$ cat src/rtl/scroll_lane_bank.sv
// -----------------------------------------------------------------------------
// scroll_lane_bank
//
// Manages NUM_OBJ horizontally scrolling objects (pipes or clouds) with one
// shared update datapath. On every accepted frame start the bank walks the
// objects in order, one per clock. Each object moves left by STEP pixels.
// When an object reaches the left edge it wraps back to the right, so the
// spacing between objects stays exact. With RANDOM_Y=1 a wrapped object also
// gets a new pseudo-random height. A pass is counted each time an object
// crosses the bird's x position.
//
// Ports
//   Clk         system clock
//   Reset       synchronous, active-high; returns every register to its reset value
//   vs          VGA vertical sync; a rising edge is a frame start
//   run         1 = scroll on frame starts, 0 = frame starts are ignored
//   restart     synchronous game restart (positions, state, score only)
//   bird_x      bird reference x used for pass detection
//   obj_x       packed right-edge x, object i at [i*X_W +: X_W]
//   obj_y       packed y, object i at [i*Y_W +: Y_W]
//   score       number of passes, saturating at SCORE_MAX
//   pass_pulse  one-cycle pulse per counted pass
//   wrap_pulse  one-cycle pulse, bit i = object i wrapped
//   frame_done  one-cycle pulse after the last object was updated
//   busy        high while objects are being updated
//   overrun     sticky flag: a frame start arrived while busy
// -----------------------------------------------------------------------------
module scroll_lane_bank #(
    parameter int          NUM_OBJ   = 3,
    parameter int          X_W       = 11,
    parameter int          Y_W       = 10,
    parameter int          SPACING   = 213,
    parameter int          X_START   = 692,
    parameter int          STEP      = 1,
    parameter int          RANDOM_Y  = 1,
    parameter int          Y_INIT    = 180,
    parameter int          Y_MIN     = 100,
    parameter int          Y_MASK    = 255,
    parameter logic [15:0] LFSR_SEED = 16'hACE1,
    parameter int          SCORE_MAX = 999
) (
    input  logic                   Clk,
    input  logic                   Reset,
    input  logic                   vs,
    input  logic                   run,
    input  logic                   restart,
    input  logic [X_W-1:0]         bird_x,
    output logic [NUM_OBJ*X_W-1:0] obj_x,
    output logic [NUM_OBJ*Y_W-1:0] obj_y,
    output logic [9:0]             score,
    output logic                   pass_pulse,
    output logic [NUM_OBJ-1:0]     wrap_pulse,
    output logic                   frame_done,
    output logic                   busy,
    output logic                   overrun
);

    localparam int             IDX_W     = (NUM_OBJ > 1) ? $clog2(NUM_OBJ) : 1;
    localparam logic [IDX_W-1:0] LAST_IDX = IDX_W'(NUM_OBJ - 1);
    // A zero seed would lock the LFSR at zero forever.
    localparam logic [15:0]    LFSR_INIT = (LFSR_SEED == 16'd0) ? 16'd1 : LFSR_SEED;
    localparam logic [X_W-1:0] STEP_X    = X_W'(STEP);
    // Moving from the left edge to the back of the row is a single add of the
    // row span minus one step. Modulo 2^X_W this is exact because the span fits in X_W.
    localparam logic [X_W-1:0] WRAP_ADD  = X_W'(NUM_OBJ * SPACING - STEP);
    localparam logic [Y_W-1:0] Y_RST     = Y_W'(Y_INIT);
    localparam logic [Y_W-1:0] Y_BASE    = Y_W'(Y_MIN);
    localparam logic [15:0]    Y_MASK16  = 16'(Y_MASK);
    localparam logic [15:0]    LFSR_TAPS = 16'hB400;
    localparam logic [9:0]     SCORE_SAT = 10'(SCORE_MAX);

    typedef enum logic [0:0] {
        ST_IDLE = 1'b0,
        ST_UPD  = 1'b1
    } state_t;

    function automatic logic [X_W-1:0] x_reset(input int i);
        return X_W'(X_START + i * SPACING);
    endfunction

    // ------------------------------------------------------------------
    // State
    // ------------------------------------------------------------------
    state_t             state_q, state_d;
    logic [IDX_W-1:0]   idx_q, idx_d;
    logic               vs_q;
    logic [9:0]         score_q, score_d;
    logic [15:0]        lfsr_q, lfsr_d;
    logic               pass_q, pass_d;
    logic [NUM_OBJ-1:0] wrap_q, wrap_d;
    logic               done_q, done_d;
    logic               ovr_q, ovr_d;

    logic [X_W-1:0]     x_q [NUM_OBJ];
    logic [Y_W-1:0]     y_q [NUM_OBJ];

    // ------------------------------------------------------------------
    // Shared datapath for the object selected by idx_q
    // ------------------------------------------------------------------
    logic               fs;
    logic               wr_en;
    logic [X_W-1:0]     cur_x, x_dec, x_wrap, new_x;
    logic [Y_W-1:0]     cur_y, rand_y, new_y;
    logic               wrap_now, pass_now;
    logic [15:0]        lfsr_step;

    assign fs = vs & ~vs_q;

    always_comb begin
        // NOTE: every signal driven here gets a default first, so no path
        // through the block can leave it unassigned and infer a latch.
        cur_x = '0;
        cur_y = '0;
        for (int i = 0; i < NUM_OBJ; i++) begin
            if (idx_q == IDX_W'(i)) begin
                cur_x = x_q[i];
                cur_y = y_q[i];
            end
        end
    end

    assign wrap_now  = (cur_x <= STEP_X);
    assign x_dec     = cur_x - STEP_X;
    assign x_wrap    = cur_x + WRAP_ADD;
    assign new_x     = wrap_now ? x_wrap : x_dec;
    // A pass is counted only when the step moves the object from right of
    // the bird to on-or-left of it. A wrap never counts as a pass.
    assign pass_now  = ~wrap_now && (cur_x > bird_x) && (x_dec <= bird_x);
    // The new height uses the LFSR value from before this wrap's advance.
    assign rand_y    = Y_BASE + Y_W'(lfsr_q & Y_MASK16);
    assign new_y     = (wrap_now && (RANDOM_Y != 0)) ? rand_y : cur_y;
    assign lfsr_step = {1'b0, lfsr_q[15:1]} ^ (lfsr_q[0] ? LFSR_TAPS : 16'h0000);

    // ------------------------------------------------------------------
    // Control: next state, counters and pulses
    // ------------------------------------------------------------------
    always_comb begin
        state_d = state_q;
        idx_d   = idx_q;
        score_d = score_q;
        lfsr_d  = lfsr_q;
        ovr_d   = ovr_q;
        pass_d  = 1'b0;
        wrap_d  = '0;
        done_d  = 1'b0;
        wr_en   = 1'b0;

        unique case (state_q)
            ST_IDLE: begin
                if (fs && run) begin
                    state_d = ST_UPD;
                    idx_d   = '0;
                end
            end
            ST_UPD: begin
                wr_en = 1'b1;
                // The frame in progress always completes. A new frame start is
                // dropped and flagged.
                if (fs) begin
                    ovr_d = 1'b1;
                end
                if (wrap_now) begin
                    wrap_d = NUM_OBJ'(1) << idx_q;
                    if (RANDOM_Y != 0) begin
                        lfsr_d = lfsr_step;
                    end
                end
                if (pass_now) begin
                    pass_d = 1'b1;
                    if (score_q < SCORE_SAT) begin
                        score_d = score_q + 10'd1;
                    end
                end
                if (idx_q == LAST_IDX) begin
                    state_d = ST_IDLE;
                    idx_d   = '0;
                    done_d  = 1'b1;
                end else begin
                    idx_d = idx_q + IDX_W'(1);
                end
            end
            default: begin
                state_d = ST_IDLE;
                idx_d   = '0;
            end
        endcase

        // Restart overrides any update in this cycle. The LFSR and the
        // overrun flag keep their values, so a restart does not replay the
        // same heights.
        if (restart) begin
            state_d = ST_IDLE;
            idx_d   = '0;
            score_d = '0;
            lfsr_d  = lfsr_q;
            ovr_d   = ovr_q;
            pass_d  = 1'b0;
            wrap_d  = '0;
            done_d  = 1'b0;
            wr_en   = 1'b0;
        end
    end

    always_ff @(posedge Clk) begin
        // NOTE: state registers use non-blocking assignments, so every flop
        // samples the values from before this edge, whatever the statement order.
        if (Reset) begin
            state_q <= ST_IDLE;
            idx_q   <= '0;
            vs_q    <= 1'b0;
            score_q <= '0;
            lfsr_q  <= LFSR_INIT;
            pass_q  <= 1'b0;
            wrap_q  <= '0;
            done_q  <= 1'b0;
            ovr_q   <= 1'b0;
        end else begin
            state_q <= state_d;
            idx_q   <= idx_d;
            vs_q    <= vs;
            score_q <= score_d;
            lfsr_q  <= lfsr_d;
            pass_q  <= pass_d;
            wrap_q  <= wrap_d;
            done_q  <= done_d;
            ovr_q   <= ovr_d;
        end
    end

    // Object table. Restart returns x and y to their power-on layout.
    always_ff @(posedge Clk) begin
        // NOTE: this small table is made of flops with defined per-entry reset
        // values, not a RAM. It must be reset, because the visible layout
        // after reset depends on it.
        if (Reset || restart) begin
            for (int i = 0; i < NUM_OBJ; i++) begin
                x_q[i] <= x_reset(i);
                y_q[i] <= Y_RST;
            end
        end else if (wr_en) begin
            for (int i = 0; i < NUM_OBJ; i++) begin
                if (idx_q == IDX_W'(i)) begin
                    x_q[i] <= new_x;
                    y_q[i] <= new_y;
                end
            end
        end
    end

    // ------------------------------------------------------------------
    // Outputs
    // ------------------------------------------------------------------
    for (genvar g = 0; g < NUM_OBJ; g++) begin : g_pack
        assign obj_x[g*X_W +: X_W] = x_q[g];
        assign obj_y[g*Y_W +: Y_W] = y_q[g];
    end

    assign score      = score_q;
    assign pass_pulse = pass_q;
    assign wrap_pulse = wrap_q;
    assign frame_done = done_q;
    assign busy       = (state_q == ST_UPD);
    assign overrun    = ovr_q;

endmodule
$ cat config.mk
export PLATFORM = sky130hd
export DESIGN_NAME = scroll_lane_bank
export DESIGN_NICKNAME = d
export VERILOG_FILES = /design/src/rtl/scroll_lane_bank.sv
export SDC_FILE = /design/constraint.sdc
export NUM_CORES = 1
export LEC_CHECK = 0
export ABC_AREA = 1
export BUFFER_PORTS_ARGS = -buffer_cell sky130_fd_sc_hd__buf_2
export CORE_MARGIN = 4
export CORE_UTILIZATION = 45
export CTS_BUF_LIST = sky130_fd_sc_hd__clkbuf_16
export DETAILED_ROUTE_END_ITERATION = 7
export GPL_ROUTABILITY_DRIVEN = 1
export PLACE_DENSITY = 0.66
export SLEW_MARGIN = 20
export SYNTH_ARGS = -nofsm -noshare
export SYNTH_HDL_FRONTEND = slang
export SYNTH_SLANG_ARGS = --single-unit
$ cat constraint.sdc
create_clock -name Clk -period 3.5 [get_ports Clk]
set_input_delay 0.35 -clock Clk [delete_from_list [all_inputs] [get_ports Clk]]
set_output_delay 0.35 -clock Clk [all_outputs]
set_load 0.02 [all_outputs]
---- Word level (Yosys, flattened, before mapping) ----
Memories as Yosys holds them, arrays and structs flattened.
Index checks and enable logic that the tools add are counted.
operators by class
  muxes and demuxes ....................... 38
  magnitude comparators ................... 4
  equality and inequality tests ........... 3
  shifts and indexed selects .............. 1
  reductions and logical operators ........ 11
  bitwise operators ....................... 12
  add/sub/neg operators ................... 5
operators by type and width
  kind                    number
  $mux 11                 7
  $mux 10                 7
  $mux 1                  19
  $mux 16                 1
  $xor 15x16->16          1
  $add 11x10->11 const B  1
  $gt 11x11->1            1
  $le 11x1->1 const B     1
  $le 11x11->1            1
  $sub 11x1->11 const B   1
  $add 10x1->10 const B   1
  $lt 10x10->1 const B    1
  $add 7x8->9 const A     1
  $reduce_and 3->1        3
  $or 1x1->1              6
  $mux 2                  2
  $not 1->1               4
  $pmux 2 s2              1
  $reduce_or 4->1         1
  $logic_and 1x1->1       3
  $reduce_or 3->1         1
  $shl 1x2->3 const A     1
  $add 2x1->2 const B     1
  $eq 2x1->1 const B      1
  7 further kinds         7
storage, ports and cells
  register bits ........................... 36
  logic and storage cells ................. 85
  input bits .............................. 16
  RAM bits ................................ 63
  output and inout port bits .............. 80
  memories kept ........................... 2
memories
  name  depth  bits a word  rd ports  clocked after memory_dff  write ports  line  RTL
  x_q   3      11           3         0                         3            94    logic [X_W-1:0] x_q [NUM_OBJ];
  y_q   3      10           3         0                         3            95    logic [Y_W-1:0] y_q [NUM_OBJ];

---- Logic depth before layout (Yosys ltp) ----
  depth after elaboration ................. 9
  gate-level depth with buffers ........... 26
  gate-level depth less buffers ........... 25

---- Least setup slack after synthesis ----
OpenSTA, ideal clock, no wires.
  kind .................................... reg-to-reg
  start point ............................. register idx_q[0]
  end point ............................... register score_q[0] (netlist: score[0])
  required time ........................... 3430 ps
  arrival time ............................ 3132 ps
  setup time .............................. 70 ps
  buffers on the path ..................... 2
  setup slack ............................. 297 ps
  cell stages (with the launch flop) ...... 26
  clock period less this slack ............ 3203 ps
  path through ............................ dfxtp_1 -> buf_2 -> nand3_1 -> nand2_1 -> nor2_1 -> ha_1 -> inv_1 -> nor2_1 -> nand3_1 -> inv_1 -> nand2_1 -> nand2_1 -> and2_1 -> inv_1 -> ha_1 -> nand2_1 -> nor2_1 -> and2_1 -> nand2_1 -> nand3_1 -> nand2_1 -> inv_1 -> nor2_1 -> clkbuf_1 -> nand4_1 -> a21oi_1
between the ends
  longest elaborated chain between the ends .. 9
  elaborated cells between the ends (all ways) .. 14
  those cells by class .................... add/sub: 1; order compare: 3; eq/ne: 2; mux: 3; bitwise: 1; reduce/logical: 4
RTL lines
  item                                                                   line  RTL
  from (decl)                                                            85    logic [IDX_W-1:0] idx_q, idx_d;
  from (signal assigned)                                                 219   idx_q <= idx_d;
  $logic_not 2->1                                                        115   if (idx_q == IDX_W'(i)) begin
  $mux 11 (2 in series)                                                  115
  $mux 11 (*)                                                            115
  parallel branches: the longest is 3 deep, another holds $sub 11x1->11  --
  $logic_and 1x1->1 (*)                                                  128   assign pass_now = ~wrap_now && (cur_x > bird_x) && (x_dec <= bird_x);
  $reduce_and 3->1 (no source line) (*)                                  --
  to (signal assigned)                                                   221   score_q <= score_d;
  to (decl)                                                              87    logic [9:0] score_q, score_d;
Mark *: on every way between the ends.
A chain may end at the register's enable or synchronous reset.

---- Worst setup path in the final report ----
  start point ............................. register idx_q[1]
  end point ............................... register score_q[1] (netlist: score[1])
Same word-level chain as after synthesis.

==> key figures <==
Worst setup path
  – CP Class: reg -> reg
  – Top cell by count, worst path: nand2_1
  – Crit-path slowest cell: dfxtp_4
  – Critical Path Fanout Max: 6
  – Crit. End Element: flop
  – CP peak stage delay: 370 ps
  – Arrival @ worst endpoint: 3530 ps
  – Crit-path cells: buf_4, buf_4, nand3_1, nand3_2, inv_1, ha_2, nand2_1, nor2_2, nand2_1, xor2_1, ha_1, nand2_1, nor2_1, and2_1, nand2_1, nand3_1, nand2_1, inv_1, nor2_4, buf_2, nand4_1, a21oi_1
  – Crit path launch type: flop
  – Worst Path Required: 3760 ps

Global route
  – Total grt overflow: 0
  – Global-route wire length before repair: 21250 µm
  – Total GRT Usage: 0.2081
  – Initial antenna violation count: 0
  – Vias in the first global route: 4137
  – Pin count of the biggest net entering global routing: 39

Drt
  – Metal1 wirelength: 5736 µm
  – Initial DRC Count: 306
  – Total wire length: 13580 µm
  – Routed via count: 4439
  – Final ANT Viol Nets: 0
  – Pre-antenna DRT Iters: 5
  – WL met2: 6698 µm
  – Top Metal Used: met4
  – Post-route DRC: 0
  – WL/cell: 16.15 µm
  – Met3 routed WL: 955 µm
  – Via density per instance: 5.278

Placement
  – Buffers on Ports: 95
  – Detailed placer's ending HPWL: 10190 µm
  – Final RePlAce weighted congestion: 0.9500
  – Inst Count DP: 824

Synthesis
  – Asr flop ratio synth: 0
  – Yosys top cell area share: 0.3650
  – Synth Flop Type: edfxtp_1
  – Synth top cells by count: nand2_1, nor2_1, edfxtp_1
  – Mapped Cells: 585
  – Synth Cell Area: 5184 µm²
  – Synth area leaders: edfxtp_1, dfxtp_1, nand2_1, ha_1, nor2_1
  – Synthesized area per cell: 8.861 µm²
  – Flops & latches, synth: 99
  – Area leader, netlist: edfxtp_1
  – Count of cell types in the netlist: 37
  – Seq/Total Area, Yosys: 0.5040
  – Top-count cell post-synth: nand2_1
  – Mapped Nets: 628
  – EDFF count, synth: 63
  – Warnings, synthesis: 0

Power
  – Switching Share: 0.2387
  – Gate power share: 0.093
  – Sw power: 0.0005911 W
  – Clock power share: 0.393
  – Seq pwr share: 0.514
  – Pint: 0.001886 W
  – Pwr Density: 398.9 nW/µm²
  – Static leakage: 2.758 nW
  – VDD IR-drop max: 0.2795 mV

Clock network
  – Clock sinks: 99
  – Hold-fix buffers, CTS: 0
  – TritonCTS clock tree: done
  – Clock Tree Root: clkbuf_16
  – Clock-pin slew on the worst setup and hold paths: 60 ps
  – Postcts setup bufs: 0
  – Maximum buffer depth of the clock tree: 2
  – Num CTS Buffers: 9
  – Worst-Skew Late Latency: 340 ps
  – Htree depth: 3

Timing
  – Max_slew headroom: 0.5626
  – Setup violators final: 0
  – Slew Viols, Final: 0
  – Clk_skew: 8.514 ps
  – WHS: 232.7 ps
  – Fin Setup TNS: 0 ps
  – Endpoints failing hold: 0
  – Final Cycle Share: 0.9327
  – Period minus WS final: 3264 ps
  – Max Clk Rate: 0.3063 GHz
  – Actual slew at the worst max-slew pin: 653.8 ps

Cells and area
  – Total area of sequential cells: 2620 µm²
  – Synth-to-Final Area Change: 19.79%
  – Antenna diodes: 0
  – Filler cells: 1015
  – Final Non-Filler Cells: 841
  – Share of layout cells above drive strength 1: 0.2454
  – Nets: 739
  – Multi-input gate area: 2251 µm²
  – Final core occ: 0.5605

Floorplanning
  – Die height: 115.3 µm
  – # rows: 38
  – Die width: 115.3 µm
  – Starting density of the core: 0.4679
  – Core ar.: 11080 µm²
  – IO Pins: 96
  – Area of the die: 13300 µm²

Flow run
  – Max-Cap Viols: 0

Hold path
  – Hold Path Class: in -> reg

Status
  – Status: finished clean
-- layout by cell type, fill, tap and decap left out, types with 2 or more instances in the layout --
cell type / n
o221ai_1: 2
a31oi_1: 2
nor2_1: 62
nand2_2: 4
edfxtp_1: 63
buf_2: 96
ha_1: 26
nand4_1: 14
nor4_1: 2
nand2_1: 142
inv_1: 53
buf_4: 23
o21ai_0: 19
nor2_2: 10
o21ai_1: 10
clkinv_2: 2
o211ai_2: 2
nor2_4: 4
nand3_4: 2
a21oi_1: 29
xor2_1: 13
inv_2: 2
clkbuf_16: 9
dfxtp_4: 2
dfxtp_1: 34
xnor2_1: 7
and2_1: 2
nand3_1: 39
nand3_2: 8
clkinv_1: 2
nor3_1: 4
-- logic make-up after synthesis --
family | share of synthesized area
buffers and inverters | 0.06710
AO/OA/AOI/OAI | 0.07121
XOR/XNOR | 0.03379
adder cells (fa/ha/maj) | 0.06517
flip-flops | 0.5040
AND/OR/NAND/NOR | 0.2588
-- power by group through the flow --
| stage | Combinational (W) | Sequential (W) | Clock [W] |
|---|---|---|---|
| 2_1_floorplan | 0.000116 | 0.00132 | 0 |
| 3_3_place_gp | 0.000219 | 0.00130 | 0 |
| 3_5_place_dp | 0.000223 | 0.00130 | 0 |
| 4_1_cts | 0.000224 | 0.00128 | 0.000987 |
| 5_1_grt | 0.000258 | 0.00128 | 0.00105 |
| 6_report | 0.000230 | 0.00127 | 0.000974 |
-- per-stage QoR --
stage / total power, W / worst slack, ps / cell area (µm²)
final: 0.002477 / 235.5 / 6210
after global routing: 0.002579 / -10.76 / 6210
after CTS: 0.002486 / 56.81 / 6171
after detailed placement: 0.001524 / 18.00 / 5877
after global placement: 0.001520 / 178.9 / 5877
after floorplan: 0.001439 / 297.5 / 5184
-- sequential cells by signal, indices dropped and copies added, names as in the netlist --
name	flops
overrun	1
pass_pulse	1
x_q	33
wrap_pulse	3
y_q	30
vs_q	1
busy	1
score	10
frame_done	1
lfsr_q	16
idx_q	2
-- critical path: cells and delay by family (launching register included) --
family / cells / cell delay (ps)
compound gates: 1 / 170
fa+ha+maj: 2 / 490
xor+xnor: 1 / 190
flops: 1 / 370
simple gates: 13 / 1290
buf+inv: 5 / 670
-- final timing paths --
path	from	to	slack (ps)	cells past startpoint
hold / removal	vs	vs_q$_SDFF_PP0_	230	3
hold reg to reg	lfsr_q[10]$_SDFFE_PP1P_	lfsr_q[10]$_SDFFE_PP1P_	470	2
setup / recovery	idx_q[1]$_SDFFE_PP0P_	score[1]$_SDFFE_PP0P_	240	22
setup reg to reg	idx_q[1]$_SDFFE_PP0P_	score[1]$_SDFFE_PP0P_	240	22
-- layer usage --
metal,vias to the layer above,track usage
met3,13,0.03789
met2,140,0.3546
met5,-,0
li1,2178,-
met4,0,0.05634
met1,2108,0.2735
-- repair_timing --
item | 4_1_cts | 5_1_grt
cloned | 0 | 1
setup endpoints to repair | 3 | 10
resized for setup | 1 | 11
-- layout make-up --
cell class              count  area share
well taps                 140     0.02821
clock buffers               9     0.03627
multi-input cells         410      0.3625
inverters                  57     0.03506
clock inverters             7     0.01088
flip-flops and latches     99      0.4219
repair buffers            119      0.1052
No activity file was read; power rests on OpenSTA's default activity.
